<file path="src/rtl/f2s_pulse_sync_fb.sv">
// f2s_pulse_sync_fb: moves a single-cycle request pulse from the every-clk domain
// into the slow_ce-gated domain with a toggle req/ack feedback handshake.
// busy tells the producer when another pulse may be issued.
// Optional build macro: F2S_DROP_CNT_EN adds a saturating count of pulses ignored while busy.
module f2s_pulse_sync_fb #(
  parameter int unsigned SYNC_STAGES = 2,
  parameter int unsigned CNT_W       = 8
) (
  input  logic             clk,
  input  logic             rst,
  input  logic             slow_ce,
  input  logic             in_pulse,
  output logic             busy,
  output logic             out_pulse,
  output logic [CNT_W-1:0] drop_cnt
);

  localparam int unsigned LAST = SYNC_STAGES - 1;

  logic                   r_req_tgl;
  logic [SYNC_STAGES-1:0] r_req_s;
  logic                   r_req_last;
  logic [SYNC_STAGES-1:0] r_ack_f;

  logic w_busy;
  logic w_accept;

  // A transfer is in flight until the acknowledge toggle catches up with the request toggle.
  assign w_busy   = r_req_tgl ^ r_ack_f[LAST];
  assign w_accept = in_pulse & ~w_busy;

  // Fast side: each accepted pulse flips the request toggle.
  always_ff @(posedge clk or posedge rst) begin
    if (rst) begin
      r_req_tgl <= 1'b0;
    end else if (w_accept) begin
      r_req_tgl <= ~r_req_tgl;
    end
  end

  // Slow side: synchronize the request toggle and remember its previous value, on slow_ce only.
  always_ff @(posedge clk or posedge rst) begin
    if (rst) begin
      r_req_s    <= '0;
      r_req_last <= 1'b0;
    end else if (slow_ce) begin
      r_req_s    <= {r_req_s[SYNC_STAGES-2:0], r_req_tgl};
      r_req_last <= r_req_s[LAST];
    end
  end

  // Feedback: bring the slow-side toggle back to the fast side every clk.
  always_ff @(posedge clk or posedge rst) begin
    if (rst) begin
      r_ack_f <= '0;
    end else begin
      r_ack_f <= {r_ack_f[SYNC_STAGES-2:0], r_req_s[LAST]};
    end
  end

  assign busy      = w_busy;
  // Edge of the synchronized toggle, held for one full slow_ce interval.
  assign out_pulse = r_req_s[LAST] ^ r_req_last;

`ifdef F2S_DROP_CNT_EN
  logic [CNT_W-1:0] r_drop_cnt;

  // Count pulses that arrive while a transfer is in flight, saturating at all-ones.
  always_ff @(posedge clk or posedge rst) begin
    if (rst) begin
      r_drop_cnt <= '0;
    end else if (in_pulse && w_busy && (r_drop_cnt != {CNT_W{1'b1}})) begin
      r_drop_cnt <= r_drop_cnt + CNT_W'(1);
    end
  end

  assign drop_cnt = r_drop_cnt;
`else
  assign drop_cnt = '0;
`endif

endmodule

</file>
<file path="config.mk">
export PLATFORM = sky130hd
export DESIGN_NAME = f2s_pulse_sync_fb
export DESIGN_NICKNAME = d
export VERILOG_FILES = /design/src/rtl/f2s_pulse_sync_fb.sv
export SDC_FILE = /design/constraint.sdc
export NUM_CORES = 1
export LEC_CHECK = 0
export ABC_AREA = 1
export CAP_MARGIN = 25
export CORE_AREA = 5 5 42 44
export CTS_CLUSTER_SIZE = 8
export DETAILED_ROUTE_END_ITERATION = 10
export DIE_AREA = 0 0 47 49
export SYNTH_ARGS = -nofsm -noshare
export SYNTH_HDL_FRONTEND = slang
export SYNTH_SLANG_ARGS = --single-unit
</file>
<file path="constraint.sdc">
create_clock -name clk -period 0.98 [get_ports clk]
set_clock_uncertainty 0.1 [all_clocks]
set_input_delay 0.294 -clock clk [delete_from_list [all_inputs] [get_ports clk]]
set_output_delay 0.294 -clock clk [all_outputs]
set_load 0.005 [all_outputs]
</file>
Word level (Yosys, flattened, before mapping)

Cells that the tools add are included.

Register bits after elaboration: 6
Logic and storage cells: 9
Output and inout port bits: 10
Input port bits: 4

Bitwise operators: 5

Operators with widths:

| operator          | count |
|---|---|
| NOT 1 bit         | 2 |
| bitwise XOR 1 bit | 2 |
| AND 1 bit         | 1 |

Depth between registers and ports, before layout

Gate-level depths: netlist of the first run.

Depth after elaboration: 3
Gate-level depth with buffers: 3
Depth with buffers taken out: 3

Worst setup path before layout of the first run

No wires, ideal clock.

Path type: flip-flop to output port
Start: reg r_req_s[1]
End: out out_pulse
Path buffers: 0
Slack: 0.049 ns
Required time: 0.586 ns
Cell stages (with the launch flop): 4
Data arrival time: 0.537 ns
Cell sequence: dfrtp_1 > inv_1 > nand2_1 > nand2_1

Word-level cells in the longest chain between the ends: 1

Ends and longest elaborated chain:

| what                   | line | RTL |
|---|---|---|
| from (decl)            | 21   | `logic [SYNC_STAGES-1:0] r_req_s;` |
| from (signal assigned) | 47   | `r_req_s <= {r_req_s[SYNC_STAGES-2:0], r_req_tgl};` |
| bitwise XOR 1 bit      | 63   | `assign out_pulse = r_req_s[LAST] ^ r_req_last;` |
| to (decl)              | 14   | `output logic out_pulse,` |

No other way between the ends.

Worst setup path after layout of the first run

Same ends and word-level chain as after synthesis.

==> results of run 1 <==
kinds of logic (layout without fill, tap and decap cells):
group                  Yosys count  count (layout)  share of synthesized area [%]
buffers and inverters           15              20                          28.05
other                            1               8                          1.218
AND/OR/NAND/NOR                 18              18                          21.95
flip-flops                       6               6                          48.78
cell usage after synthesis:
| cell | instances | area, sq um |
|---|---|---|
| buf_4 | 8 | 60.06 |
| conb_1 | 1 | 3.750 |
| dfrtp_1 | 6 | 150.1 |
| inv_1 | 6 | 22.52 |
| inv_2 | 1 | 3.750 |
| nand2_1 | 18 | 67.56 |
final timing paths:
kind | from | end | cells after the start
hold reg to reg | r_ack_f[0]$_DFF_PP0_ | r_ack_f[1]$_DFF_PP0_ | 0
min in group clk | r_ack_f[0]$_DFF_PP0_ | r_ack_f[1]$_DFF_PP0_ | 0
max in group asynchronous | rst | r_req_tgl$_DFFE_PP0P_ | 2
hold / removal | rst | r_req_s[0]$_DFFE_PP0P_ | 2
setup reg to reg | r_req_tgl$_DFFE_PP0P_ | r_req_s[0]$_DFFE_PP0P_ | 5
setup / recovery | r_req_s[1]$_DFFE_PP0P_ | out_pulse | 4
critical path, delay by kind of cell (launching register included):
family | cells | cell delay, ps
DFF | 1 | 390
and+or+nand+nor | 2 | 90
buffers and inverters | 2 | 160
power groups by stage:
stage	clock (W)	sequential, W	combinational, W
after floorplan	0	0.000309	0.0000875
after global placement	0	0.000309	0.000150
after detailed placement	0	0.000313	0.000152
after CTS	0.000230	0.000307	0.000144
after global routing	0.000242	0.000314	0.000179
final	0.000218	0.000308	0.000155
final cells by class:
| class | instances | area [sq um] | share of cell area (%) |
|---|---|---|---|
| timing repair buffer | 10 | 83.83 | 20.94 |
| inverter | 7 | 26.28 | 6.563 |
| clock buffer | 3 | 22.52 | 5.625 |
| sequential | 6 | 150.1 | 37.50 |
| tap | 16 | 20.02 | 5.000 |
| multi-input combinational | 26 | 97.59 | 24.37 |
repair_timing:
item | CTS | global route
hold buffers | 0 | 0
gates resized for setup | 8 | 3
endpoints found under the setup margin | 2 | 5
pin swaps | 1 | 2
setup buffers | 1 | 1
routing by layer:
layer  GRT usage [%]  vias to the layer above
met5               0                        -
li1                -                      121
met4           4.147                        0
met2           5.656                       14
met3           3.321                        0
met1           6.067                       86
sequential cells by signal, indices dropped and copies added (netlist names):
register,count
r_ack_f,2
r_req_last,1
r_req_s,2
r_req_tgl,1
per-stage QoR:
stage                     setup slack, ps  instance area [sq um]  util (%)  TNS (ps)  cells
after floorplan                     48.86                  334.1         -         0     47
after global placement             -426.1                  366.6     26.16     -1647     63
after detailed placement           -442.4                  366.6     26.16     -1738     63
after CTS                          -300.6                  386.6     27.59    -588.3     67
after global routing               -364.4                  400.4     28.57    -831.5     68
final                              -296.3                  400.4     28.57    -643.5     68
==> summary.txt, run 1 <==
Status
  • Status: complete, but fails checks
  • Failing checks: setup timing

Layout
  • Ant diodes: 0
  • Commonest non-fill, non-tap cells in the layout: 18 x nand2_1, 8 x conb_1, 6 x dfrtp_1, 5 x inv_1, 4 x buf_4
  • Layout cells sized above 1: 23.08%
  • Commonest non-fill, non-tap cell in the layout: nand2_1
  • Synth-to-layout area growth: 30.08%
  • Nets@finish: 58
  • Filler cell count: 156

Drt
  • Met2 WL post-DR: 207 um
  • WL/cell: about 6.9 um
  • Vias per inst: 3.250
  • Antenna Nets Post-Route: 0
  • Routed WL: 468 um
  • Initial DRT Pass Iterations: 4
  • M1 WL: 190 um
  • Met3 wire length: between 60 and 70 um
  • DR iter-0 viols: 5
  • DR top layer: met3
  • Via count: about 220
  • DRC: 0

Yosys
  • Post-synthesis cell count: 40
  • Distinct cells, synth: 6
  • Post-synthesis instance area: slightly above 300 sq um
  • YS warnings: 0
  • Synth Area per Inst: 7.695 sq um
  • Seq cells post-synth: 6
  • Sequential-to-total area share from yosys stat: 48.78%

GRT
  • Initial antenna violation count: 0
  • GRT overflow: 0
  • Vias in the first global route: 203
  • First-pass GRT wire length: 765 um
  • Largest net degree at the start of global routing: 7
  • Gr usage total: 4.965%

STA
  • RSZ-0062 raised after global routing: yes
  • PnR worst setup slack: -296.3 ps
  • Max Slew Vio Count: 0
  • Hold Fails Final Rpt: 0
  • Crit path time final: 1276 ps
  • Crit share post-route: 130.2%
  • Hold Slack: approximately 160 ps
  • Top achievable clock speed: 783.5 MHz
  • Final setup violation count: 3

Worst hold path
  • Worst Hold Class: input pin to async pin

Clock network
  • # clock sinks: 6
  • Worst skew pair latency: 240 ps
  • CTS Buf Count: 3
  • Root buffer selected by CTS: clkbuf_4
  • H-tree levels: 1
  • Clock-pin slew on the worst setup and hold paths: 50 ps
  • Clock Tree Buf Depth: 2
  • CTS tree: yes

Worst setup path
  • Crit path required time: 590 ps
  • Cell repeated most along the worst path: nand2_1
  • FF-to-FF setup slack: -70 ps
  • Max stage delay on crit path: roughly 390 ps
  • Arrival time of the worst setup path: around 880 ps
  • Critical path startpoint category: register
  • Critical Path, Cell by Cell: inv_1, nand2_1, nand2_1, buf_2
  • Peak fanout along the critical path: 3
  • Slowest cell on crit path: dfrtp_1
  • Crit Path Class: register to primary output
  • CP Capture Type: primary output

Placed design
  • GPL Wtd Cong: 0.6520
  • Port Buffers: 5

Power
  • Sw Pwr: 0.0001710 W
  • Pwr dens: 1701 mW/mm^2
  • Sw Ratio: 25.10%
  • Power share of the clock group: 32.0%
  • Combinational cell fraction of total power: between 20% and 30%
  • Int Pwr: 0.0005102 W
  • P_leak: 0.2508 nW
  • Final Power: 0.0006812 W
  • Sequential power share: 45.3%
  • Maximum vdd drop: 561.6 uV

Die
  • Die Ht: 49 um
  • Io pins: 14
  • Initial Util: 21.96%
  • Die width: 47 um
  • Core area: 0.001401 sq mm
  • Rows: 14
  • Die area: approximately 0.0023 sq mm

Job
  • Max Cap Viol: 0
(Power assumes the default switching activity.)
==> run 2: changes to the inputs <==
- SLEW_MARGIN: unset -> 20
==> results of run 2 <==
Same layout as run 1: the final DEF is identical, and so are final timing and power.
